File: src/rtl/n64_joybus_pkg.sv
// ============================================================================
// Module      : n64_joybus_pkg
// Description : Shared command codes, reply constants and FSM states for the
//               device-side joybus responder.
// Revision    : 1.0 - initial release
// ============================================================================
`default_nettype none

package n64_joybus_pkg;

  localparam logic [7:0] CMD_INFO  = 8'h00;
  localparam logic [7:0] CMD_POLL  = 8'h01;
  localparam logic [7:0] CMD_RESET = 8'hFF;

  localparam logic [7:0] INFO_HDR0 = 8'h05;
  localparam logic [7:0] INFO_HDR1 = 8'h00;

  localparam int BIT1_LOW_US = 1;
  localparam int BIT0_LOW_US = 3;
  localparam int CELL_US     = 4;
  localparam int STOP_LOW_US = 2;

  typedef enum logic [3:0] {
    S_IDLE       = 4'd0,
    S_RX_LOW     = 4'd1,
    S_RX_HIGH    = 4'd2,
    S_RX_STOP    = 4'd3,
    S_TURNAROUND = 4'd4,
    S_TX_LOW     = 4'd5,
    S_TX_HIGH    = 4'd6,
    S_TX_STOP    = 4'd7,
    S_WAIT_IDLE  = 4'd8
  } jb_state_e;

  function automatic logic is_supported(input logic [7:0] cmd);
    return (cmd == CMD_INFO) || (cmd == CMD_POLL) || (cmd == CMD_RESET);
  endfunction

endpackage

`default_nettype wire

File: src/rtl/joybus_bit_encoder.sv
// ============================================================================
// Module      : joybus_bit_encoder
// Description : Drives one reply byte as joybus cells (MSB first) and, for
//               the last byte, the trailing 2 us stop low.
// Revision    : 1.0 - initial release
// ============================================================================
`default_nettype none

module joybus_bit_encoder
  import n64_joybus_pkg::*;
#(
  parameter int CLK_PER_US = 48
) (
  input  logic       clk,
  input  logic       reset,
  input  logic       i_start,
  input  logic [7:0] i_byte,
  input  logic       i_last,
  output logic       o_oe,
  output logic       o_stop,
  output logic       o_byte_done
);

  localparam int c_cell_cyc = CELL_US * CLK_PER_US;
  localparam int c_cw       = $clog2(c_cell_cyc);
  localparam logic [c_cw-1:0] c_cell_end = c_cw'(c_cell_cyc - 1);
  localparam logic [c_cw-1:0] c_stop_end = c_cw'(STOP_LOW_US * CLK_PER_US - 1);
  localparam logic [c_cw-1:0] c_low1     = c_cw'(BIT1_LOW_US * CLK_PER_US);
  localparam logic [c_cw-1:0] c_low0     = c_cw'(BIT0_LOW_US * CLK_PER_US);

  logic            r_active;
  logic            r_stop;
  logic            r_last;
  logic [7:0]      r_shift;
  logic [2:0]      r_bit;
  logic [c_cw-1:0] r_cnt;

  logic            w_cell_end;
  logic            w_stop_end;
  logic [c_cw-1:0] w_low_len;

  assign w_cell_end = (r_cnt == c_cell_end);
  assign w_stop_end = (r_cnt == c_stop_end);
  assign w_low_len  = r_shift[7] ? c_low1 : c_low0;

  // A non-last byte reports done in its final cycle so the next byte can be
  // loaded on the same edge without a gap cell.
  assign o_byte_done = r_active & (r_stop ? w_stop_end
                                          : (w_cell_end & (r_bit == 3'd7) & ~r_last));
  assign o_oe        = r_active & (r_stop | (r_cnt < w_low_len));
  assign o_stop      = r_active & r_stop;

  always_ff @(posedge clk) begin
    if (reset) begin
      r_active <= 1'b0;
      r_stop   <= 1'b0;
      r_last   <= 1'b0;
      r_shift  <= 8'h00;
      r_bit    <= 3'd0;
      r_cnt    <= '0;
    end else if (i_start) begin
      r_active <= 1'b1;
      r_stop   <= 1'b0;
      r_last   <= i_last;
      r_shift  <= i_byte;
      r_bit    <= 3'd0;
      r_cnt    <= '0;
    end else if (r_active) begin
      if (r_stop) begin
        if (w_stop_end) begin
          r_active <= 1'b0;
          r_stop   <= 1'b0;
        end else begin
          r_cnt <= r_cnt + c_cw'(1);
        end
      end else if (w_cell_end) begin
        r_cnt <= '0;
        if (r_bit == 3'd7) begin
          if (r_last) r_stop <= 1'b1;
          else        r_active <= 1'b0;
        end else begin
          r_shift <= {r_shift[6:0], 1'b0};
          r_bit   <= r_bit + 3'd1;
        end
      end else begin
        r_cnt <= r_cnt + c_cw'(1);
      end
    end
  end

endmodule

`default_nettype wire

File: src/rtl/n64_joybus_device.sv
// ============================================================================
// Module      : n64_joybus_device
// Description : Joybus controller emulator: decodes host frames on the open-
//               drain line and answers info/reset and button-poll commands.
// Revision    : 1.0 - initial release
// ============================================================================
`default_nettype none

module n64_joybus_device
  import n64_joybus_pkg::*;
#(
  parameter int         CLK_PER_US  = 48,
  parameter logic [7:0] STATUS_BYTE = 8'h02,
  parameter int         IDLE_US     = 6,
  parameter int         TURN_US     = 2
) (
  input  logic        clk,
  input  logic        reset,
  input  logic        joy_in,
  output logic        joy_oe,
  input  logic [15:0] buttons,
  input  logic [7:0]  stick_x,
  input  logic [7:0]  stick_y,
  output logic        cmd_valid,
  output logic [7:0]  cmd_byte,
  output logic        busy
);

  localparam int c_tmax_cyc = 16 * CLK_PER_US;
  localparam int c_tw       = $clog2(c_tmax_cyc + 1);
  localparam logic [c_tw-1:0] c_tmax     = c_tw'(c_tmax_cyc);
  localparam logic [c_tw-1:0] c_bit1_max = c_tw'(2 * CLK_PER_US - 1);
  localparam logic [c_tw-1:0] c_fault    = c_tw'(8 * CLK_PER_US);
  // The edge-detect cycle is itself the first cycle of the interval, hence -2.
  localparam logic [c_tw-1:0] c_idle_end = c_tw'(IDLE_US * CLK_PER_US - 2);
  localparam logic [c_tw-1:0] c_turn_end = c_tw'(TURN_US * CLK_PER_US - 2);

  jb_state_e       r_state, w_next;
  logic            r_sync1, r_sync2, r_prev;
  logic [c_tw-1:0] r_timer;
  logic [7:0]      r_rx_shift;
  logic [3:0]      r_rx_cnt;
  logic            r_cmd_valid;
  logic [7:0]      r_cmd_byte;
  logic [15:0]     r_snap_btn;
  logic [7:0]      r_snap_x, r_snap_y;
  logic [1:0]      r_byte_idx;

  logic            w_fall, w_rise, w_rx_bit, w_timer_clr;
  logic            w_shift_en, w_accept, w_start;
  logic [1:0]      w_tx_idx, w_last_idx;
  logic            w_tx_last, w_last_byte;
  logic [7:0]      w_tx_byte;
  logic            w_enc_oe, w_enc_stop, w_enc_done;

  assign w_fall      = r_prev & ~r_sync2;
  assign w_rise      = ~r_prev & r_sync2;
  assign w_rx_bit    = (r_timer < c_bit1_max);
  assign w_last_byte = (r_byte_idx == w_last_idx);

  always_comb begin
    w_last_idx = (r_cmd_byte == CMD_POLL) ? 2'd3 : 2'd2;
    w_tx_idx   = (r_state == S_TURNAROUND) ? 2'd0 : r_byte_idx + 2'd1;
    w_tx_last  = (w_tx_idx == w_last_idx);
    w_tx_byte  = 8'h00;
    if (r_cmd_byte == CMD_POLL) begin
      case (w_tx_idx)
        2'd0:    w_tx_byte = r_snap_btn[15:8];
        2'd1:    w_tx_byte = r_snap_btn[7:0];
        2'd2:    w_tx_byte = r_snap_x;
        default: w_tx_byte = r_snap_y;
      endcase
    end else begin
      case (w_tx_idx)
        2'd0:    w_tx_byte = INFO_HDR0;
        2'd1:    w_tx_byte = INFO_HDR1;
        2'd2:    w_tx_byte = STATUS_BYTE;
        default: w_tx_byte = 8'h00;
      endcase
    end
  end

  always_comb begin
    w_next     = r_state;
    w_shift_en = 1'b0;
    w_accept   = 1'b0;
    w_start    = 1'b0;
    case (r_state)
      S_IDLE: if (w_fall) w_next = S_RX_LOW;
      S_RX_LOW: begin
        if (w_rise) begin
          w_next     = S_RX_HIGH;
          w_shift_en = 1'b1;
        end else if (r_timer >= c_fault) begin
          w_next = S_WAIT_IDLE;
        end
      end
      S_RX_HIGH: begin
        if (w_fall)                       w_next = (r_rx_cnt == 4'd8) ? S_RX_STOP : S_RX_LOW;
        else if (r_timer >= c_idle_end)   w_next = S_IDLE;
      end
      S_RX_STOP: begin
        if (w_rise) begin
          if (is_supported(r_rx_shift)) begin
            w_next   = S_TURNAROUND;
            w_accept = 1'b1;
          end else begin
            w_next = S_WAIT_IDLE;
          end
        end else if (r_timer >= c_fault) begin
          w_next = S_WAIT_IDLE;
        end
      end
      S_TURNAROUND: begin
        if (w_fall) begin
          w_next = S_WAIT_IDLE;
        end else if (r_timer == c_turn_end) begin
          w_next  = S_TX_LOW;
          w_start = 1'b1;
        end
      end
      S_TX_LOW, S_TX_HIGH, S_TX_STOP: begin
        if (w_enc_done && w_last_byte) begin
          w_next = S_WAIT_IDLE;
        end else begin
          w_start = w_enc_done;
          if (w_enc_stop)    w_next = S_TX_STOP;
          else if (w_enc_oe) w_next = S_TX_LOW;
          else               w_next = S_TX_HIGH;
        end
      end
      S_WAIT_IDLE: if (r_sync2 && (r_timer == c_idle_end)) w_next = S_IDLE;
      default: w_next = S_IDLE;
    endcase
  end

  assign w_timer_clr = (w_next != r_state) | w_fall | w_rise |
                       ((r_state == S_WAIT_IDLE) & ~r_sync2);

  always_ff @(posedge clk) begin
    if (reset) begin
      r_state     <= S_IDLE;
      r_sync1     <= 1'b1;
      r_sync2     <= 1'b1;
      r_prev      <= 1'b1;
      r_timer     <= '0;
      r_rx_shift  <= 8'h00;
      r_rx_cnt    <= 4'd0;
      r_cmd_valid <= 1'b0;
      r_cmd_byte  <= 8'h00;
      r_snap_btn  <= 16'h0000;
      r_snap_x    <= 8'h00;
      r_snap_y    <= 8'h00;
      r_byte_idx  <= 2'd0;
    end else begin
      r_sync1     <= joy_in;
      r_sync2     <= r_sync1;
      r_prev      <= r_sync2;
      r_state     <= w_next;
      r_timer     <= w_timer_clr ? '0 : ((r_timer == c_tmax) ? r_timer : r_timer + c_tw'(1));
      r_cmd_valid <= w_accept;
      if ((r_state == S_IDLE) && w_fall) r_rx_cnt <= 4'd0;
      if (w_shift_en) begin
        r_rx_shift <= {r_rx_shift[6:0], w_rx_bit};
        r_rx_cnt   <= r_rx_cnt + 4'd1;
      end
      if (w_accept) begin
        r_cmd_byte <= r_rx_shift;
        r_snap_btn <= buttons;
        r_snap_x   <= stick_x;
        r_snap_y   <= stick_y;
      end
      if (w_start) r_byte_idx <= w_tx_idx;
    end
  end

  joybus_bit_encoder #(
    .CLK_PER_US (CLK_PER_US)
  ) u_enc (
    .clk         (clk),
    .reset       (reset),
    .i_start     (w_start),
    .i_byte      (w_tx_byte),
    .i_last      (w_tx_last),
    .o_oe        (w_enc_oe),
    .o_stop      (w_enc_stop),
    .o_byte_done (w_enc_done)
  );

  assign joy_oe    = w_enc_oe;
  assign cmd_valid = r_cmd_valid;
  assign cmd_byte  = r_cmd_byte;
  assign busy      = (r_state != S_IDLE);

endmodule

`default_nettype wire

File: config.mk
export PLATFORM = sky130hd
export DESIGN_NAME = n64_joybus_device
export DESIGN_NICKNAME = d
export VERILOG_FILES = /design/src/rtl/n64_joybus_pkg.sv /design/src/rtl/joybus_bit_encoder.sv /design/src/rtl/n64_joybus_device.sv
export SDC_FILE = /design/constraint.sdc
export NUM_CORES = 1
export LEC_CHECK = 0
export BUFFER_PORTS_ARGS = -buffer_cell sky130_fd_sc_hd__buf_4
export CAP_MARGIN = 25
export CORE_ASPECT_RATIO = 0.75
export CORE_MARGIN = 2
export CORE_UTILIZATION = 60
export DETAILED_ROUTE_END_ITERATION = 12
export PLACE_DENSITY = 0.8
export SYNTH_ARGS = -nofsm -noshare
export SYNTH_HDL_FRONTEND = slang
export SYNTH_SLANG_ARGS = --single-unit
File: constraint.sdc
create_clock -name clk -period 5.7 [get_ports clk]
set_clock_uncertainty 0.1 [all_clocks]
set_input_delay 0.57 -clock clk [delete_from_list [all_inputs] [get_ports clk]]
set_output_delay 0.57 -clock clk [all_outputs]
set_load 0.05 [all_outputs]
Word level (Yosys, flattened, before mapping)

Cells that the tools add are included.

$add $sub $neg: 5
$lt $le $gt $ge: 4
Eq/ne operators: 26
Mux-type cells: 51
Bitwise operators: 17
Reduce and logical (&&, ||, !) cells: 18

Operators with widths:

| kind                                                        | count |
|---|---|
| 2-to-1 mux 8 bit                                            | 10 |
| 2-to-1 mux 4 bit                                            | 13 |
| one-hot mux 4 bit (7 select lines)                          | 1 |
| one-hot mux 8 bit (3 select lines)                          | 1 |
| >= comparator 10 x 9 -> 1 bit, second input constant        | 2 |
| 2-to-1 mux 1 bit                                            | 20 |
| == test 4 x 3 -> 1 bit, second input constant               | 4 |
| == test 8 x 1 -> 1 bit, second input constant               | 2 |
| == test 8 bit, second input constant                        | 2 |
| adder 10 x 1 -> 10 bit, second input constant               | 1 |
| == test 10 bit, second input constant                       | 1 |
| == test 10 x 7 -> 1 bit, second input constant              | 1 |
| == test 10 x 9 -> 1 bit, second input constant              | 1 |
| less-than comparator 10 x 7 -> 1 bit, second input constant | 1 |
| adder 8 x 1 -> 8 bit, second input constant                 | 1 |
| bitwise AND 1 bit                                           | 8 |
| == test 4 x 2 -> 1 bit, second input constant               | 2 |
| == test 4 bit, second input constant                        | 2 |
| == test 8 x 7 -> 1 bit, second input constant               | 1 |
| logical NOT 8 bit                                           | 1 |
| less-than comparator 8 bit                                  | 1 |
| 2-to-1 mux 2 bit                                            | 4 |
| AND reduction 4 bit                                         | 2 |
| one-hot mux 3 bit (2 select lines)                          | 1 |
| other kinds (23)                                            | 38 |

Flip-flop bits (word level): 94
Bits of input ports: 35
Output and inout port bits: 11

Longest topological paths before layout

Gate-level depths: netlist (run 1).

Depth after elaboration: 13
Mapped depth: 11
Depth with buffers taken out: 9

By module

Synthesis (run 1) repeated with hierarchy kept, for this count alone.

Cell total of the unflattened synthesis: 535
Area, all modules: 4626.9 µm²

By module, submodules not included:

| module             | instances | cells each | area an instance (µm²) | seq. area each (µm²) |
|---|---|---|---|---|
| n64_joybus_device  | 1         | 408        | 3502.1                 | 1441.4 |
| joybus_bit_encoder | 1         | 127        | 1124.8                 | 440.4 |

Least setup slack after synthesis (run 1)

No wires, ideal clock.

Path kind: register to register
From: register r_cmd_byte[0] (netlist: cmd_byte[0])
To: register r_timer[0]
Library setup time: 0.092 ns
Arrival: 2.482 ns
Data required time: 5.508 ns
Setup slack: 3.026 ns
Stages on the path, launching flop included: 8
Path buffers: 0
Clock period less this slack: 2.674 ns
Cell sequence: dfxtp_1 nor4b_1 nand4_1 a221o_1 a311oi_2 xor2_1 o21ai_2 nor4_1

Longest elaborated chain between the ends: 11

Ends and longest elaborated chain:

| element                             | line                     | source |
|---|---|---|
| start, declared                     | n64_joybus_device.sv:44  | `logic [7:0] r_cmd_byte;` |
| start signal, assigned              | n64_joybus_device.sv:168 | `r_cmd_byte <= r_rx_shift;` |
| == test 8 x 1 -> 1 bit              | n64_joybus_device.sv:62  | `w_last_idx = (r_cmd_byte == CMD_POLL) ? 2'd3 : 2'd2;` |
| 2-to-1 mux 1 bit                    | n64_joybus_device.sv:62  |  |
| == test 2 bit                       | n64_joybus_device.sv:59  | `assign w_last_byte = (r_byte_idx == w_last_idx);` |
| logical AND 1 bit                   | n64_joybus_device.sv:123 | `if (w_enc_done && w_last_byte) begin` |
| 2-to-1 mux 4 bit                    | n64_joybus_device.sv:123 |  |
| one-hot mux 4 bit (7 select lines)  | n64_joybus_device.sv:88  | `case (r_state)` |
| != test 4 bit                       | n64_joybus_device.sv:137 | `assign w_timer_clr = (w_next != r_state) \| w_fall \| w_rise \|` |
| OR 1 bit (3 in series)              | n64_joybus_device.sv:137 |  |
| OR reduction 2 bit (no source line) | -                        |  |
| end signal, assigned                | n64_joybus_device.sv:160 | `r_timer <= w_timer_clr ? '0 : ((r_timer == c_tmax) ? r_timer : r_timer + c_tw'(1));` |
| end, declared                       | n64_joybus_device.sv:40  | `logic [c_tw-1:0] r_timer;` |

Every way passes these cells.
A chain may end at the register's enable or synchronous reset.

Worst setup path in the final report (run 1)

From: register r_state[3]
To: register r_cmd_byte[3] (netlist: cmd_byte[3])

Longest elaborated chain between the ends: 2

Ends and longest elaborated chain:

| element                | line                     | source |
|---|---|---|
| start, declared        | n64_joybus_device.sv:38  | `jb_state_e r_state, w_next;` |
| start signal, assigned | n64_joybus_device.sv:159 | `r_state <= w_next;` |
| == test 4 x 2 -> 1 bit | n64_joybus_device.sv:88  |  |
| 2-to-1 mux 1 bit       | n64_joybus_device.sv:88  |  |

Every way passes these cells.

==> flow_summary.toml, run 1 <==
[global_route]
grt_pass1_vias = 3526
grt.overflow.total = 0
grt_max_degree = 84
grt_pass1_wl_um = 16100
antenna_found_initial = 0
grt_use_total = 0.250

[worst_setup_path]
required_ns = 5.83
cp-start-kind = "register"
arrival_ns = 3.43
worst-setup-path-type = "reg -> reg"
worstSetupEndpointType = "register"
r2r.worst_path.cells = 6
crit_fanout = 43
rrSetupSlack_ns = 2.40

[die]
core_um2 = 7260
dieArea_um2 = 8110
rows = 27
ios = 46
die_y_um = 78.5
floorplan.initialDensity = 0.612
die_w_um = 103

[yosys]
ys_ff_latch = 94
yosysUniqueCellTypes = 56
synth_nets = 592
ys.flop_type = "dfxtp_1"
synthArstFlopShare = 0
avgSynthCellArea_um2 = 8.12
yosys-top-cells-area = "dfxtp_1 42%, nand2_1 9.5%, a21oi_1 7.5%, mux2i_1 4.1%, nor2_1 3.9%"
ys_seq_area_frac = 0.424
yosys.area.top_type_share = 0.424
synth_top_cell_by_area = "dfxtp_1"
synth_edf_count = 0
yosysWarnings = 0
syn-instance-count = 547
syn-cell-area_um2 = 4440

[sta]
period_share = 0.578
fmax_mhz = 303
worstMarginPinSlew_ns = 1.02
setup_violations = 0
hold_violations = 0
max-slew-margin-rel = 0.308
slew_violations = 0
tns_ns = 0
rsz0062_at_grt = "no"
final.min_clock_period_ns = 3.30

[layout]
fillCellCount = 628
n_antenna_cell = 0
final_cell_mix = "113 x nand2_1, 94 x dfxtp_1, 67 x a21oi_1, 47 x buf_4, 46 x nor2_1"
fin_nets = 617
layout_commonest_cell = "nand2_1"
syn_to_final_growth_pct = 11.0
final_util = 0.679
drive_gt1_frac = 0.132

[worst_hold_path]
holdPathStages = 2
hold_path.class = "in -> reg"

[cts]
cts.sinks = 94
hold_buffers = 0
numCtsBuffers = 9
cts_setup_buffers = 0
cts_tree = "yes"
cts_root_buf = "clkbuf_8"
clock_latency_ns = 0.37
cts_buffer_depth = 2
cts_resized = 0
h-tree-depth = 3
path_clk_slew_ns = 0.10

[detailed_routing]
post_drt_via_cell_ratio = 5.71
drc = 0
via_count = 3869
drtAntennaViolNets = 0
wire_per_inst_um = 14.3
drt_iter0_drc = 202
drt_pass1_iterations = 5
wl_um = 9710

[placement]
portBuffers = 45
dp_hpwl_um = 6780
gp_congestion = 0.861

[pwr]
p_leak_nw = 1.73
vdd_drop_max_v = 0.000161
powerDensity_nw_per_um2 = 233

[run]
drv_cap = 0

[outcome]
status = "completed"
## stage by stage
| stage | setup WS [ns] | hold slack (ns) | std cells | power (W) | instance area [µm²] |
|---|---|---|---|---|---|
| detailed placement | 2.39 | 0.296 | 661 | 0.000734 | 4740 |
| global route | 1.99 | 0.277 | 678 | 0.00118 | 4930 |
| floorplan | 3.03 | 0.289 | 547 | 0.000710 | 4440 |
| CTS | 2.39 | 0.277 | 677 | 0.00115 | 4920 |
| finish | 2.40 | 0.280 | 678 | 0.00115 | 4930 |
| global placement | 2.49 | 0.306 | 661 | 0.000734 | 4740 |
## cells by family after synthesis
logic type               Yosys count  share of synthesized area
XOR/XNOR                          20                     0.0394
multiplexers                      19                     0.0431
flip-flops                        94                      0.424
buffers and inverters             45                     0.0515
AND/OR/NAND/NOR                  244                      0.259
adder cells (fa/ha/maj)           10                     0.0282
AO/OA/AOI/OAI                    115                      0.155
## synthesized netlist by cell type, types with 2 or more instances
library cell  instances
and3_1                5
nor4_1               12
clkbuf_1             21
nor3_1               10
inv_1                11
or2_2                 4
nor2b_1               5
a21oi_1              67
a211oi_1              9
o221ai_1              5
nor4b_1               6
nand3b_1              4
buf_4                 2
xnor2_1               9
o211ai_1              7
buf_6                 5
a31oi_1               2
ha_1                 10
xor2_1               11
o21ai_0              13
buf_2                 3
nand2b_1              6
nand3_1              10
o21a_1                2
nand4_1               8
nor2_1               46
nand2_1             113
dfxtp_1              94
and2_1                2
mux2i_1              18
or3_1                 2
## area by class of cell
cell class              count  area, µm²  share of cell area
well taps                 101        126              0.0256
clock buffers               9        124              0.0251
repair buffers             47        353              0.0716
inverters                  12       45.0             0.00914
clock inverters             7       62.6              0.0127
flip-flops and latches     94       1880               0.382
multi-input cells         408       2340               0.474
## critical path: stages (launching register included)
cell      delay (ns)
dfxtp_1         0.54
nor2_1          0.15
nand3_1         0.13
or2_2           0.64
clkinv_1        0.95
nand2_1         0.53
a21oi_1         0.11
## routing by layer
metal / up-vias / global-route usage / share of wire
met5: - / 0 / 0
met4: 0 / 0.0632 / 0.0096
met3: 11 / 0.0561 / 0.045
met2: 110 / 0.379 / 0.46
met1: 1803 / 0.359 / 0.49
li1: 1945 / - / -
## flip-flops by register name (all words and copies together), names as in the netlist, 8 cells and up
name and count:
cmd_byte 8, r_rx_shift 8, r_snap_btn 16, r_snap_x 8, r_snap_y 8, r_timer 10, u_enc.r_cnt 8, u_enc.r_shift 8
## where the power goes
group          switching [W]  internal [W]  total (W)
Clock               0.000258      0.000169   0.000427
Sequential        0.00000550      0.000660   0.000665
Combinational      0.0000294     0.0000250  0.0000544
Total               0.000293      0.000854    0.00115
## worst paths after layout
check / startpoint / to
max reg2reg: r_state[3] / cmd_byte[3]
min reg2reg: r_sync1 / r_sync2
min: joy_in / r_sync1
max: r_state[3] / cmd_byte[3]
Note: power is estimated with default switching activity, not from simulation.
==> run 2: changes to the inputs <==
--- a/config.mk
+++ b/config.mk
@@ -9,9 +9,9 @@
 export CAP_MARGIN = 25
 export CORE_ASPECT_RATIO = 0.75
 export CORE_MARGIN = 2
-export CORE_UTILIZATION = 60
+export CORE_UTILIZATION = 59
 export DETAILED_ROUTE_END_ITERATION = 12
-export PLACE_DENSITY = 0.8
+export PLACE_DENSITY = 0.79
 export SYNTH_ARGS = -nofsm -noshare
 export SYNTH_HDL_FRONTEND = slang
 export SYNTH_SLANG_ARGS = --single-unit
==> constraint.sdc (replaced) <==
create_clock -name clk -period 3.35 [get_ports clk]
set_clock_uncertainty 0.1 [all_clocks]
set_input_delay 0.335 -clock clk [delete_from_list [all_inputs] [get_ports clk]]
set_output_delay 0.335 -clock clk [all_outputs]
set_load 0.05 [all_outputs]
==> flow_summary.toml, run 2 (same netlist as run 1, synthesis figures left out) <==
[detailed_routing]
via_count = 3881
wire_per_inst_um = 14.7
drtAntennaViolNets = 0
drt_pass1_iterations = 5
drc = 0
post_drt_via_cell_ratio = 5.69
wl_um = 10000
drt_iter0_drc = 265

[die]
die_y_um = 79.1
die_w_um = 104
dieArea_um2 = 8250
core_um2 = 7330
rows = 27
floorplan.initialDensity = 0.606
ios = 46

[sta]
hold_slack_ns = 0.0518
timing.final.ws_setup_ns = 0.377
period_share = 0.887
max-slew-margin-rel = 0.395
setup_violations = 0
tns_ns = 0
worstMarginPinSlew_ns = 0.902
fmax_mhz = 336
slew_violations = 0
hold_violations = 0
final.min_clock_period_ns = 2.97
rsz0062_at_grt = "no"

[layout]
fin_nets = 621
fillCellCount = 633
n_antenna_cell = 0
final_cell_mix = "113 x nand2_1, 94 x dfxtp_1, 67 x a21oi_1, 51 x buf_4, 46 x nor2_1"
layout_top_registers = "r_snap_btn: 16 flops, r_timer: 10 flops"
seq_area_um2 = 1880
largest_reg_flops = 16
drive_gt1_frac = 0.134
syn_to_final_growth_pct = 11.2
layout_commonest_cell = "nand2_1"
multiInputGateArea_um2 = 2340
largest_register = "r_snap_btn"

[placement]
pre_cts_ws_ns = 0.389
gp_congestion = 0.869
dp_hpwl_um = 7040
portBuffers = 45

[global_route]
antenna_found_initial = 0
grt_pass1_vias = 3485
grt_max_degree = 84
grt_pass1_wl_um = 16600
grt_use_total = 0.250
grt.overflow.total = 0

[pwr]
p_sw_frac = 0.230
clkPwrFrac = 0.350
combPwrFrac = 0.050
powerDensity_nw_per_um2 = 381
p_sw_w = 0.000434
vdd_drop_max_v = 0.000383
power_frac_seq = 0.601
p_leak_nw = 1.73
internal-power_w = 0.00145

[cts]
cts_root_buf = "clkbuf_8"
cts_tree = "yes"
cts_resized = 0
cts_buffer_depth = 2
numCtsBuffers = 9
hold_buffers = 0
h-tree-depth = 3
cts_setup_buffers = 0
path_clk_slew_ns = 0.08
cts.sinks = 94
clock_latency_ns = 0.36

[worst_setup_path]
worstSetupEndpointType = "register"
critPathSlowestCell = "or4_4"
crit_fanout = 13
cp_top_family = "simple AND/OR/NAND/NOR gates"
arrival_ns = 3.08
r2r.worst_path.cells = 10
cp-start-kind = "register"
required_ns = 3.46
startpoint = "u_enc.r_bit[0]"
slowest_delay_ns = 0.54
cp.depth = 10
crit_chain = "ha_1, ha_1, inv_1, or4_4, a211oi_1, nor2b_1, nor2_1, buf_4, a21oi_1, a211oi_1"
rrSetupSlack_ns = 0.38
worst-setup-path-type = "reg -> reg"
r2r-start = "u_enc.r_bit[0]"
cp.buffers_inverters = 2

[worst_hold_path]
holdCritStartpoint = "joy_in"
hold_path.class = "in -> reg"
holdPathStages = 2

[run]
drv_cap = 0

[outcome]
status = "completed"
[run 2: path summary, 6_finish.rpt]
check                                        end
worst max-delay path            u_enc.r_shift[7]
worst min-delay path                     r_sync1
worst max register to register  u_enc.r_shift[7]
worst min register to register           r_sync2
[run 2: power by group through the flow]
| stage | clock network (W) | logic [W] | registers, W |
|---|---|---|---|
| floorplan | 0 | 0.0000551 | 0.00115 |
| global placement | 0 | 0.0000905 | 0.00116 |
| detailed placement | 0 | 0.0000925 | 0.00116 |
| CTS | 0.000680 | 0.0000929 | 0.00113 |
| global route | 0.000720 | 0.000103 | 0.00113 |
| finish | 0.000659 | 0.0000935 | 0.00113 |
[run 2: layout make-up]
cell class | count | share of cell area
multi-input cells | 408 | 0.473
well taps | 101 | 0.0256
flip-flops and latches | 94 | 0.381
clock buffers | 12 | 0.0294
repair buffers | 51 | 0.0775
clock inverters | 4 | 0.00456
inverters | 12 | 0.00912
[run 2: through the flow]
stage	power [W]	instances	utilization	instance area, µm²
after floorplan	0.00121	547	-	4440
after global placement	0.00125	666	0.651	4770
after detailed placement	0.00125	666	0.651	4770
after CTS	0.00190	682	0.674	4940
after global routing	0.00196	682	0.674	4940
final	0.00188	682	0.674	4940
[run 2: layer usage]
layer	up-vias	track usage	share of wire
li1	1953	-	-
met1	1810	0.358	0.49
met2	109	0.376	0.44
met3	9	0.0624	0.055
met4	0	0.0649	0.0092
met5	-	0	0
==> run 3: changes to the inputs <==
--- a/config.mk
+++ b/config.mk
@@ -10,6 +10,7 @@
 export CORE_ASPECT_RATIO = 0.75
 export CORE_MARGIN = 2
 export CORE_UTILIZATION = 59
+export CTS_BUF_LIST = sky130_fd_sc_hd__clkbuf_4 sky130_fd_sc_hd__clkbuf_8 sky130_fd_sc_hd__clkbuf_16
 export DETAILED_ROUTE_END_ITERATION = 12
 export PLACE_DENSITY = 0.79
 export SYNTH_ARGS = -nofsm -noshare
==> flow_summary.toml, run 3 (same netlist as run 1, synthesis figures left out) <==
[sta]
fmax_mhz = 334
final.min_clock_period_ns = 3.00
tns_ns = 0
worstMarginPinSlew_ns = 0.898
hold_violations = 0
setup_violations = 0
slew_violations = 0
rsz0062_at_grt = "no"
hold_slack_ns = 0.0536
period_share = 0.894
max-slew-margin-rel = 0.398

[worst_setup_path]
cp-start-kind = "register"
r2r.worst_path.cells = 10
r2r-start = "u_enc.r_bit[0]"
crit_fanout = 13
worst-setup-path-type = "reg -> reg"
worstSetupEndpointType = "register"
reg2reg_to = "u_enc.r_shift[7]"
arrival_ns = 3.11
rrSetupSlack_ns = 0.35
required_ns = 3.46

[detailed_routing]
drc = 0
post_drt_via_cell_ratio = 5.74
drt_iter0_drc = 256
wl_um = 9970
wire_per_inst_um = 14.6
drtAntennaViolNets = 0
drt_pass1_iterations = 5
via_count = 3917

[die]
die_y_um = 79.1
floorplan.initialDensity = 0.606
dieArea_um2 = 8250
rows = 27
ios = 46
die_w_um = 104
core_um2 = 7330

[cts]
h-tree-depth = 3
hold_buffers = 0
cts_setup_buffers = 0
cts_tree = "yes"
clock_latency_ns = 0.36
cts_resized = 0
numCtsBuffers = 9
cts.sinks = 94
path_clk_slew_ns = 0.08
cts_root_buf = "clkbuf_8"
cts_buffer_depth = 2

[pwr]
vdd_drop_max_v = 0.000386
powerDensity_nw_per_um2 = 385
p_leak_nw = 1.74
p_total_w = 0.00190

[global_route]
grt_use_total = 0.249
grt.overflow.total = 0
grt_pass1_wl_um = 16600
grt_max_degree = 84
grt_pass1_vias = 3477
antenna_found_initial = 0

[worst_hold_path]
holdCritStartpoint = "joy_in"
min_to = "r_sync1"
hold_path.class = "in -> reg"
holdPathStages = 2

[layout]
fin_nets = 621
largest_register = "r_snap_btn"
drive_gt1_frac = 0.138
largest_reg_flops = 16
final_util = 0.675
syn_to_final_growth_pct = 11.4
n_antenna_cell = 0
final_cell_mix = "113 x nand2_1, 94 x dfxtp_1, 67 x a21oi_1, 51 x buf_4, 46 x nor2_1"
layout_top_registers = "r_snap_btn: 16 flops, r_timer: 10 flops"
fin_area_um2 = 4950
fillCellCount = 627
layout_commonest_cell = "nand2_1"

[outcome]
status = "completed"

[placement]
dp_hpwl_um = 7040
portBuffers = 45
place_area_um2 = 4770
gp_congestion = 0.869

[run]
drv_cap = 0
==> run 3: cell type report <==
type | count | area, µm² | area share
clock inverter | 4 | 22.5 | 0.00455
clock buffer | 12 | 153 | 0.0308
multi-input combinational | 408 | 2340 | 0.472
tap | 101 | 126 | 0.0255
sequential | 94 | 1880 | 0.380
inverter | 12 | 45.0 | 0.00910
timing repair buffer | 51 | 383 | 0.0774
==> run 3: metrics by stage <==
| step | setup WS (ns) | instances |
|---|---|---|
| final | 0.355 | 682 |
| after global routing | 0.160 | 682 |
| after CTS | 0.381 | 682 |
| after detailed placement | 0.389 | 666 |
| after global placement | 0.541 | 666 |
| after floorplan | 0.676 | 547 |
==> run 3: power by group <==
| group | leakage [nW] | total (W) | switching [W] | internal, W |
|---|---|---|---|---|
| combinational | 0.890 | 0.0000937 | 0.0000510 | 0.0000427 |
| clock | 0.0930 | 0.000679 | 0.000376 | 0.000303 |
| sequential | 0.758 | 0.00113 | 0.0000102 | 0.00112 |
==> run 3: worst max-delay path: stages (launching register included) <==
cell and delay [ns]:
dfxtp_1 0.36, ha_1 0.17, ha_1 0.22, inv_1 0.07, or4_4 0.54, a211oi_1 0.37
nor2b_1 0.33, nor2_1 0.20, buf_4 0.26, a21oi_1 0.17, a211oi_1 0.07
==> run 3: how the worst max path moves through the flow <==
stage / from / to / slack (ns) / depth (start not counted)
2_1_floorplan: cmd_byte[0] / r_timer[0] / 0.68 / 7
3_3_place_gp: cmd_byte[7] / r_timer[0] / 0.54 / 7
3_5_place_dp: u_enc.r_bit[0] / r_timer[4] / 0.39 / 9
4_1_cts: u_enc.r_bit[0] / u_enc.r_shift[7] / 0.38 / 10
5_1_grt: u_enc.r_bit[0] / r_byte_idx[1] / 0.16 / 10
6_report: u_enc.r_bit[0] / u_enc.r_shift[7] / 0.35 / 10
==> run 3: routing by layer <==
metal | track usage | up-vias | part of all wire
li1 | - | 1954 | -
met1 | 0.358 | 1820 | 0.47
met2 | 0.374 | 130 | 0.44
met3 | 0.0624 | 13 | 0.072
met4 | 0.0649 | 0 | 0.0090
met5 | 0 | - | 0
